[config.mk]
export PLATFORM = sky130hd
export DESIGN_NAME = pipelined_carry_adder
export DESIGN_NICKNAME = d
export VERILOG_FILES = /design/src/rtl/pipelined_carry_adder_pkg.sv /design/src/rtl/carry_slice.sv /design/src/rtl/pipelined_carry_adder.sv
export SDC_FILE = /design/constraint.sdc
export NUM_CORES = 1
export LEC_CHECK = 0
export CORE_AREA = 5 5 115 117
export CTS_CLUSTER_SIZE = 30
export DETAILED_ROUTE_END_ITERATION = 12
export DIE_AREA = 0 0 120 122
export GPL_TIMING_DRIVEN = 1
export PLACE_DENSITY_LB_ADDON = 0.12
export SLEW_MARGIN = 25
export SYNTH_ARGS = -nofsm -noshare
export SYNTH_HDL_FRONTEND = slang
export SYNTH_SLANG_ARGS = --single-unit
[constraint.sdc]
create_clock -name clk -period 3 [get_ports clk]
set_input_delay 0.6 -clock clk [delete_from_list [all_inputs] [get_ports clk]]
set_output_delay 0.6 -clock clk [all_outputs]
set_load 0.01 [all_outputs]
[src/rtl/pipelined_carry_adder_pkg.sv]
// Shared geometry helpers for pipelined_carry_adder: slice width and a
// parameter sanity check evaluated at elaboration.
package pipelined_carry_adder_pkg;

  function automatic int chunk_width(input int width, input int stages);
    return width / stages;
  endfunction

  // Slices must tile the word exactly, with at least one bit per stage.
  function automatic bit geometry_ok(input int width, input int stages);
    return (stages >= 1) && (stages <= width) && ((width % stages) == 0);
  endfunction

endpackage

[src/rtl/carry_slice.sv]
// Combinational CHUNK-bit ripple-carry slice. With PIPELINED_CARRY_ADDER_OVF_EN
// it also exposes the carry into its MSB so the top can form signed overflow.
module carry_slice #(
  parameter int W = 4
) (
  input  logic [W-1:0] a,
  input  logic [W-1:0] b,
  input  logic         cin,
  output logic [W-1:0] s,
  output logic         co
`ifdef PIPELINED_CARRY_ADDER_OVF_EN
  ,
  output logic         msb_carry_in
`endif
);

  always_comb begin
    logic c;
    c = cin;
    s = '0;
`ifdef PIPELINED_CARRY_ADDER_OVF_EN
    msb_carry_in = 1'b0;
`endif
    for (int i = 0; i < W; i++) begin
`ifdef PIPELINED_CARRY_ADDER_OVF_EN
      if (i == W - 1) msb_carry_in = c;
`endif
      s[i] = a[i] ^ b[i] ^ c;
      c    = (a[i] & b[i]) | (c & (a[i] ^ b[i]));
    end
    co = c;
  end

endmodule

[src/rtl/pipelined_carry_adder.sv]
// WIDTH-bit adder resolved one CHUNK-bit slice per clock, streaming through a
// valid/ready handshake. Optional ovf output: define PIPELINED_CARRY_ADDER_OVF_EN.
module pipelined_carry_adder
  import pipelined_carry_adder_pkg::*;
#(
  parameter int WIDTH  = 16,
  parameter int STAGES = 4
) (
  input  logic             clk,
  input  logic             rst_n,
  input  logic             in_valid,
  output logic             in_ready,
  input  logic [WIDTH-1:0] a,
  input  logic [WIDTH-1:0] b,
  input  logic             cin,
  output logic             out_valid,
  input  logic             out_ready,
  output logic [WIDTH-1:0] sum,
  output logic             cout
`ifdef PIPELINED_CARRY_ADDER_OVF_EN
  ,
  output logic             ovf
`endif
);

  localparam int CHUNK = chunk_width(WIDTH, STAGES);
  localparam logic [WIDTH-1:0] SLICE_MASK = WIDTH'({CHUNK{1'b1}});

  if (!geometry_ok(WIDTH, STAGES)) begin : g_bad_geometry
    $error("pipelined_carry_adder: WIDTH must be a multiple of STAGES and STAGES <= WIDTH");
  end

  // Stage k holds full operands (upper slices still pending), the partial sum
  // of slices below k, and the carry entering slice k.
  logic             vld_reg   [STAGES];
  logic [WIDTH-1:0] opa_reg   [STAGES];
  logic [WIDTH-1:0] opb_reg   [STAGES];
  logic [WIDTH-1:0] psum_reg  [STAGES];
  logic             carry_reg [STAGES];

  logic [CHUNK-1:0] slice_sum [STAGES];
  logic             slice_co  [STAGES];
  logic [WIDTH-1:0] merged    [STAGES];
`ifdef PIPELINED_CARRY_ADDER_OVF_EN
  logic             slice_mci [STAGES];
  logic             ovf_reg;
`endif

  logic             out_valid_reg;
  logic [WIDTH-1:0] sum_reg;
  logic             cout_reg;
  logic             adv;

  assign adv       = !out_valid_reg || out_ready;
  assign in_ready  = adv;
  assign out_valid = out_valid_reg;
  assign sum       = sum_reg;
  assign cout      = cout_reg;
`ifdef PIPELINED_CARRY_ADDER_OVF_EN
  assign ovf       = ovf_reg;
`endif

  for (genvar gi = 0; gi < STAGES; gi++) begin : g_stage
    carry_slice #(.W(CHUNK)) u_slice (
      .a            (opa_reg[gi][gi*CHUNK +: CHUNK]),
      .b            (opb_reg[gi][gi*CHUNK +: CHUNK]),
      .cin          (carry_reg[gi]),
      .s            (slice_sum[gi]),
      .co           (slice_co[gi])
`ifdef PIPELINED_CARRY_ADDER_OVF_EN
      ,
      .msb_carry_in (slice_mci[gi])
`endif
    );

    assign merged[gi] = (psum_reg[gi] & ~(SLICE_MASK << (gi * CHUNK)))
                      | (WIDTH'(slice_sum[gi]) << (gi * CHUNK));
  end

  always_ff @(posedge clk or negedge rst_n) begin
    if (!rst_n) begin
      for (int k = 0; k < STAGES; k++) begin
        vld_reg[k]   <= 1'b0;
        opa_reg[k]   <= '0;
        opb_reg[k]   <= '0;
        psum_reg[k]  <= '0;
        carry_reg[k] <= 1'b0;
      end
      out_valid_reg <= 1'b0;
      sum_reg       <= '0;
      cout_reg      <= 1'b0;
`ifdef PIPELINED_CARRY_ADDER_OVF_EN
      ovf_reg       <= 1'b0;
`endif
    end else if (adv) begin
      vld_reg[0]   <= in_valid;
      opa_reg[0]   <= a;
      opb_reg[0]   <= b;
      psum_reg[0]  <= '0;
      carry_reg[0] <= cin;
      for (int k = 1; k < STAGES; k++) begin
        vld_reg[k]   <= vld_reg[k-1];
        opa_reg[k]   <= opa_reg[k-1];
        opb_reg[k]   <= opb_reg[k-1];
        psum_reg[k]  <= merged[k-1];
        carry_reg[k] <= slice_co[k-1];
      end
      out_valid_reg <= vld_reg[STAGES-1];
      // Result registers only change when a real token leaves the last stage.
      if (vld_reg[STAGES-1]) begin
        sum_reg  <= merged[STAGES-1];
        cout_reg <= slice_co[STAGES-1];
`ifdef PIPELINED_CARRY_ADDER_OVF_EN
        ovf_reg  <= slice_co[STAGES-1] ^ slice_mci[STAGES-1];
`endif
      end
    end
  end

endmodule

==> results.cfg, run 1 <==
[routing]
via_per_inst = 4.57
detail-route-antenna-nets = 0
drcViolationCount = 0
vias = 3431
wirelength_mm = 9.45
wire_per_inst_um = 12.6
drt_iter0_drc = 296
drtPass1Iterations = 4

[die]
io_pins = 56
dieHeight_um = 122
die_x_um = 120
core_um2 = 12300
initial_core_util_pct = 42.9
die_area_um2 = 14600
fp-row-count = 41

[sta]
rsz0062_at_grt = no
fin_skew_ns = 0.00803
slew_viol_final = 0
tightest_slew_ns = 0.910
min_period_ns = 2.34
slew-limit-headroom_pct = 39.3
tns_ns = 0
hold_viol = 0
timing.final.crit_share_pct = 78.1
setup_ws_ns = 0.657
fmax_mhz = 427
finalSetupViolCount = 0

[yosys]
ys_types = 15
synth_edf_count = 0
ys_async_sr_fraction_pct = 100
synth_cells = 535
yosysTopAreaCellShare_pct = 61.9
ys_ff_latch = 130
synth_simple_gate_area_share_pct = 20.8
synth.area.mux_share_pct = 3.50
ys.flop_type = dfrtp_1
yosysWarnings = 0
synth.area.top_cells = dfrtp_1 (62%), nand2_1 (20%), fa_1 (6.1%), o21ai_0 (2.2%), inv_1 (2.1%)
syn_nets = 588
synthXorXnorAreaFrac_pct = 0
synth_top_area_cell = dfrtp_1
synth_top_family_by_area = simple AND/OR/NAND/NOR gates
yosysSeqAreaShare_pct = 61.9
avgSynthCellArea_um2 = 9.83
synth_compound_area_share_pct = 3.05
synthTopCellsByCount = nand2_1 (276), dfrtp_1 (130), inv_1 (29)
synth_fa_ha_area_share_pct = 6.09
yosysMostFrequentCell = nand2_1
syn_area_um2 = 5260

[pwr]
p_int_mw = 4.98
pwr-share-seq_pct = 40.4
pwr-share-comb_pct = 28.8
switching_power_mw = 2.29
total_power_mw = 7.27
max-vdd-ir-drop_mv = 0.368
p_leak_nw = 3.32
swShare_pct = 31.5
p_clk_share_pct = 30.8
p_per_area_nw_per_um2 = 1110

[final_layout]
final_nets = 640
utilization_pct = 53.6
instances_no_fill = 750
antenna_cells = 0
drive_gt1_share_pct = 9.00
area_growth_syn_to_layout_pct = 25.0

[setup_path]
path_class = in -> out
required_ns = 2.40
critPathCaptureType = primary output
critPathLaunchType = input port
crit_arrival_ns = 1.74
critical_path.max_fanout = 2

[clock_tree]
clk_pin_slew_worst_paths_ns = 0.06
cts_setup_buffers = 0
cts.htree.levels = 4
clock_sinks = 130
cts_buffer_depth = 2
cts_tree = built
clk_latency_ns = 0.41
cts_buffers = 17
cts.repair.resized = 0
hold_buffers = 0
cts_root_buf = clkbuf_16

[place]
dp_slack_ns = 0.541
globalplace.congestion = 0.739
portBuffers = 55
dp.cells = 718
hpwl_mm = 5.88

[global_route]
grt_pass1_vias = 3508
grt_pass1_wl_mm = 16.9
grt-ovfl-total = 0
grt_start_max_net_pins = 141
antenna_found_initial = 0
grt_usage_pct = 14.6

[min_path]
hold_path.class = in -> async

[flow_run]
max_cap_violations = 0

[outcome]
status = completed
cell type report:
class,instances,area (µm²)
timing repair buffer,59,603
clock inverter,14,211
tap,150,188
clock buffer,18,439
inverter,30,118
multi-input combinational,349,1760
sequential,130,3250
fill,1122,5690
layer usage:
metal  routed length (µm)  part of all wire, %  global-route usage [%]  vias to the layer above
met2                 4220                   45                    21.8                       59
met1                 4760                   50                    20.1                     1632
li1                     -                    -                       -                     1735
met5                    0                    0                       0                        -
met3                  394                  4.2                    5.25                        5
met4                   71                 0.75                    4.51                        0
worst max-delay path, stage by stage:
cell,delay (ns)
clkdlybuf4s50_1,0.50
nor2b_4,0.06
inv_6,0.05
clkdlybuf4s50_1,0.52
kinds of logic after synthesis:
group	Yosys count
flops	130
buf+inv	56
fa+ha+maj	16
mux	14
simple gates	287
compound gates	32
power groups by stage:
stage                     sequential, mW  combinational [mW]  clock, mW
after floorplan                     2.91                1.43          0
after global placement              2.96                2.09          0
after detailed placement            2.98                2.14          0
after CTS                           2.95                2.17       2.28
after global routing                3.04                2.47       2.36
final                               2.94                2.09       2.24
stage by stage:
step,hold WS (ns),area (µm²)
floorplan,0.304,5260
global placement,0.451,5920
detailed placement,0.456,5920
CTS,0.209,6570
global route,0.231,6570
finish,0.194,6570
worst paths after layout:
| check | cells past startpoint | slack, ns | startpoint | to |
|---|---|---|---|---|
| min | 1 | 0.19 | rst_n | opb_reg[51] |
| max | 4 | 0.66 | out_ready | in_ready |
| min in group clk | 2 | 0.46 | opb_reg[52] | opb_reg[52] |
| max in group asynchronous | 2 | 1.94 | rst_n | sum[9] |
| max reg2reg | 8 | 0.71 | carry_reg[0] | sum[15] |
| min reg2reg | 2 | 0.46 | opb_reg[52] | opb_reg[52] |
layout by cell type (no fill, tap or decap), drive strengths merged:
master and instances:
buf 5, nand2 277, dfrtp 130, bufinv 5, nor2 9, inv 30
clkinv 4, clkdlybuf4s50 54, fa 16, a21oi 9, clkbuf 18, clkinvlp 5
nor2b 1, o21ai 23, mux2 14
No activity file was read; power rests on OpenSTA's default activity.
==> run 2: changes to the inputs <==
==> constraint.sdc (replaced) <==
create_clock -name clk -period 2.1 [get_ports clk]
set_input_delay 0.42 -clock clk [delete_from_list [all_inputs] [get_ports clk]]
set_output_delay 0.42 -clock clk [all_outputs]
set_load 0.01 [all_outputs]
==> run 2 against run 1 <==
Against the previous run: sequential cell count unchanged; combinational power rose by 49%; largest cell class unchanged; worst setup slack got worse by 0.63 ns; highest routed layer unchanged; clock power is 44% higher; final area increased by 1.5%.
==> results.cfg, run 2 (synthesized netlist as in run 1, its figures left out) <==
[sta]
slew-limit-headroom_pct = 71.1
timing.final.crit_share_pct = 98.6
hold_slack_ns = 0.458
min_period_ns = 2.07
setup_ws_ns = 0.0293
rsz0062_at_grt = yes
fmax_mhz = 483
finalSetupViolCount = 0
hold_viol = 0
tightest_slew_ns = 0.434
slew_viol_final = 0
fin_skew_ns = 0.00529

[global_route]
grt_pass1_vias = 3463
grt_usage_pct = 14.3
grt_start_max_net_pins = 110
antenna_found_initial = 0
grt-ovfl-total = 0
grt_pass1_wl_mm = 16.6

[pwr]
p_per_area_nw_per_um2 = 1580
p_leak_nw = 3.36
max-vdd-ir-drop_mv = 0.573

[final_layout]
final_nets = 645
multi_input_area_um2 = 1780
final_common_cell = nand2_1
utilization_pct = 54.4
area_growth_syn_to_layout_pct = 26.9
nFillCells = 1113
postLayoutCellArea_um2 = 6670
instances_no_fill = 755
seqCellArea_um2 = 3250
antenna_cells = 0
mostFrequentLayoutCells = nand2_1 (276), dfrtp_1 (130), clkdlybuf4s50_1 (54)
drive_gt1_share_pct = 12.2

[die]
initial_core_util_pct = 42.9
dieHeight_um = 122
die_x_um = 120
die_area_um2 = 14600
fp-row-count = 41
core_um2 = 12300
io_pins = 56

[setup_path]
critPathLaunchType = flop
crit_arrival_ns = 2.40
r2r-end = psum_reg[11]
slowest_delay_ns = 0.40
cp-endpoint = psum_reg[11]
critPathSlowestCell = dfrtp_1
r2r_cells = 8
r2r_start = opa_reg[24]
critPathCaptureType = flop
critical-path-top-delay-family = adder cells
required_ns = 2.43
crit_start = opa_reg[24]
r2r_slack_ns = 0.03
critical_path.max_fanout = 2
path_class = reg -> reg
crit_chain = fa_2 -> inv_2 -> fa_1 -> inv_1 -> fa_2 -> inv_2 -> fa_1 -> a21oi_1
path_buf_inv = 3
crit_cells = 8

[routing]
drt_iter0_drc = 216
drtPass1Iterations = 6
vias = 3511
wirelength_mm = 9.50
detail-route-antenna-nets = 0
drcViolationCount = 0
via_per_inst = 4.65
wire_per_inst_um = 12.6

[clock_tree]
clk_pin_slew_worst_paths_ns = 0.05
cts.htree.levels = 4
cts_tree = built
cts_buffer_depth = 2
cts_root_buf = clkbuf_16
cts_buffers = 17
clock_sinks = 130
clk_latency_ns = 0.40

[place]
dp.cells = 721
portBuffers = 55
globalplace.congestion = 0.740
hpwl_mm = 6.20
placed_cell_area_um2 = 5970
dp_slack_ns = -0.0813

[outcome]
status = completed

[flow_run]
max_cap_violations = 0

[min_path]
hold_path.class = reg -> reg
-- run 2: changes by cell type in the layout (fill, tap and decap cells not counted), sizes merged --
cell,before,now
buf,5,9
bufinv,5,4
clkbuf,18,24
clkinv,4,2
clkinvlp,5,2
dlygate4sd3,0,1
-- run 2: layer usage --
metal	global-route usage [%]	routed length, µm	part of all wire (%)
met5	0	0	0
met4	6.23	163	1.7
met3	3.44	331	3.5
met2	21.6	4340	46
met1	19.8	4670	49
-- run 2: cell type report --
class,count,share of cell area [%]
clock buffer,24,7.82
clock inverter,8,2.18
inverter,30,1.76
multi-input combinational,349,26.7
sequential,130,48.8
tap,150,2.81
timing repair buffer,64,10.0
-- run 2: worst min-delay path by stage --
stage / end / slack (ns) / from / cells past startpoint
floorplan: carry_reg[0] / 0.12 / rst_n / 0
global placement: psum_reg[19] / 0.39 / rst_n / 1
detailed placement: psum_reg[17] / 0.39 / rst_n / 1
CTS: psum_reg[4] / 0.46 / psum_reg[4] / 2
global route: psum_reg[4] / 0.48 / psum_reg[4] / 2
finish: psum_reg[4] / 0.46 / psum_reg[4] / 2
-- run 2: report_power, final --
part	internal [mW]	switching, mW	leakage [nW]	total [mW]
combinational	1.46	1.65	1.47	3.11
clock	2.21	1.01	0.324	3.22
sequential	3.60	0.590	1.57	4.19
-- run 2: stage by stage --
step | TNS (ns) | power (mW)
after floorplan | 0 | 6.22
after global placement | -0.0431 | 7.24
after detailed placement | -0.218 | 7.37
after CTS | 0 | 10.7
after global routing | -0.233 | 11.4
final | 0 | 10.5
-- run 2: repair_timing --
action	in CTS	in global routing
setup buffers	0	1
setup endpoints to repair	4	5
gates resized for setup	12	1
pin swaps	13	2
hold buffers	1	0
hold endpoints to repair	26	0
-- run 2: worst reg2reg max path: cells and delay by family (launching register included) --
kind            cells  cell delay [ns]
fa+ha+maj           4             1.28
flops               1             0.40
buf+inv             3             0.17
compound gates      1             0.13
==> run 3: changes to the inputs <==
==> constraint.sdc (replaced) <==
create_clock -name clk -period 1.75 [get_ports clk]
set_input_delay 0.35 -clock clk [delete_from_list [all_inputs] [get_ports clk]]
set_output_delay 0.35 -clock clk [all_outputs]
set_load 0.01 [all_outputs]
==> run 3 against run 2 <==
Against the previous run: the run now ends with negative setup slack left; cell count up 0.26%; routed wire length is 2.7% higher; sequential power is 21% higher; via count decreased by 0.54%; die area did not move; clock power up 18%; clock skew up 0.0022 ns; non-clock buffer count up 2; critical path type unchanged; largest power group unchanged; highest routed layer unchanged.
==> results.cfg, run 3 (synthesized netlist as in run 1, its figures left out) <==
[final_layout]
area_growth_syn_to_layout_pct = 27.1
instances_no_fill = 757
postLayoutCellArea_um2 = 6690
antenna_cells = 0
final_nets = 647
final_common_cell = nand2_1
nFillCells = 1131
mostFrequentLayoutCells = nand2_1 (276), dfrtp_1 (130), clkdlybuf4s50_1 (53)
drive_gt1_share_pct = 14.3

[clock_tree]
clk_pin_slew_worst_paths_ns = 0.06
cts_buffers = 17
clk_latency_ns = 0.41
cts_buffer_depth = 2
cts.htree.levels = 4
cts_tree = built
cts_root_buf = clkbuf_16
clock_sinks = 130

[routing]
wirelength_mm = 9.76
drt_iter0_drc = 207
drcViolationCount = 0
wire_per_inst_um = 12.9
detail-route-antenna-nets = 0
drtPass1Iterations = 4
vias = 3492
via_per_inst = 4.61

[die]
initial_core_util_pct = 42.9
core_um2 = 12300
die_x_um = 120
io_pins = 56
dieHeight_um = 122
fp-row-count = 41
die_area_um2 = 14600

[sta]
slew-limit-headroom_pct = 70.3
setup_ws_ns = -0.332
rsz0062_at_grt = yes
fmax_mhz = 480
timing.final.crit_share_pct = 119
finalSetupViolCount = 11
min_period_ns = 2.08
hold_viol = 0
slew_viol_final = 0
tightest_slew_ns = 0.445
tns_ns = -1.56
fin_skew_ns = 0.00746

[pwr]
max-vdd-ir-drop_mv = 0.624
p_leak_nw = 3.34
p_per_area_nw_per_um2 = 1890

[setup_path]
critPathLaunchType = flop
required_ns = 2.08
crit_chain = fa_2 -> inv_2 -> fa_2 -> inv_2 -> fa_2 -> inv_2 -> fa_1 -> a21oi_1
critical_path.max_fanout = 2
crit_arrival_ns = 2.41
critPathSlowestCell = dfrtp_1
slowest_delay_ns = 0.41
path_class = reg -> reg
critPathCaptureType = flop
r2r_slack_ns = -0.33

[global_route]
grt_pass1_wl_mm = 17.2
grt_start_max_net_pins = 111
grt_usage_pct = 14.8
grt-ovfl-total = 0
antenna_found_initial = 0
grt_pass1_vias = 3569

[flow_run]
max_cap_violations = 0

[place]
dp.cells = 724
placed_cell_area_um2 = 6020
hpwl_mm = 6.33
globalplace.congestion = 0.761
portBuffers = 55

[outcome]
status = finished, violations left
violations = negative setup slack

[min_path]
hold_path.class = in -> async
[run 3: cell count changes in the layout (fill, tap and decap cells not counted), sizes merged]
| cell | change |
|---|---|
| buf | +2 |
| clkbuf | -4 |
| clkdlybuf4s50 | -1 |
| clkinv | +1 |
| clkinvlp | +3 |
| dlygate4sd2 | +1 |
[run 3: worst max-delay path, delay by kind of cell, from the launching register on]
family,cells,cell delay [ns]
AO/OA/AOI/OAI,1,0.14
buffers and inverters,3,0.16
flip-flops,1,0.41
adder cells (fa/ha/maj),4,1.30
[run 3: worst paths after layout]
check,startpoint,to,cells after the start
setup / recovery,carry_reg[2],psum_reg[23],8
hold / removal,rst_n,opa_reg[51],2
setup reg to reg,carry_reg[2],psum_reg[23],8
hold reg to reg,opb_reg[42],opb_reg[42],2
max in group asynchronous,rst_n,out_valid,3
min in group clk,a[11],opa_reg[59],3
[run 3: power by group]
part	switching (mW)	internal (mW)
clock network	1.31	2.50
logic	2.00	1.80
registers	0.728	4.32
total	4.04	8.63
[run 3: cell type report]
cell class | count | area (µm²) | share of cell area [%]
repair buffers | 66 | 682 | 10.2
multi-input cells | 349 | 1800 | 26.9
clock inverters | 12 | 180 | 2.69
well taps | 150 | 188 | 2.81
inverters | 30 | 118 | 1.76
clock buffers | 20 | 467 | 6.98
flip-flops and latches | 130 | 3250 | 48.7
[run 3: repair_timing]
item	4_1_cts	5_1_grt
endpoints found under the setup margin	13	12
hold buffers	1	0
endpoints found under the hold margin	15	0
setup buffers	0	0
pin swaps	12	3
gates resized for setup	5	2
[run 3: stage by stage]
step	power (mW)	hold slack [ns]	setup WS (ns)	utilization [%]
2_1_floorplan	7.56	0.0544	-0.264	-
3_3_place_gp	8.84	0.253	-0.288	49.1
3_5_place_dp	8.97	0.253	-0.340	49.1
4_1_cts	12.9	0.363	-0.331	54.5
5_1_grt	13.7	0.387	-0.390	54.5
6_report	12.7	0.366	-0.332	54.5
[run 3: routing by layer]
metal	track usage, %	vias to the layer above	wire length, µm
met4	5.58	0	156
met3	3.95	13	356
met5	0	-	0
li1	-	1744	-
met1	20.9	1678	4870
met2	22.1	57	4370
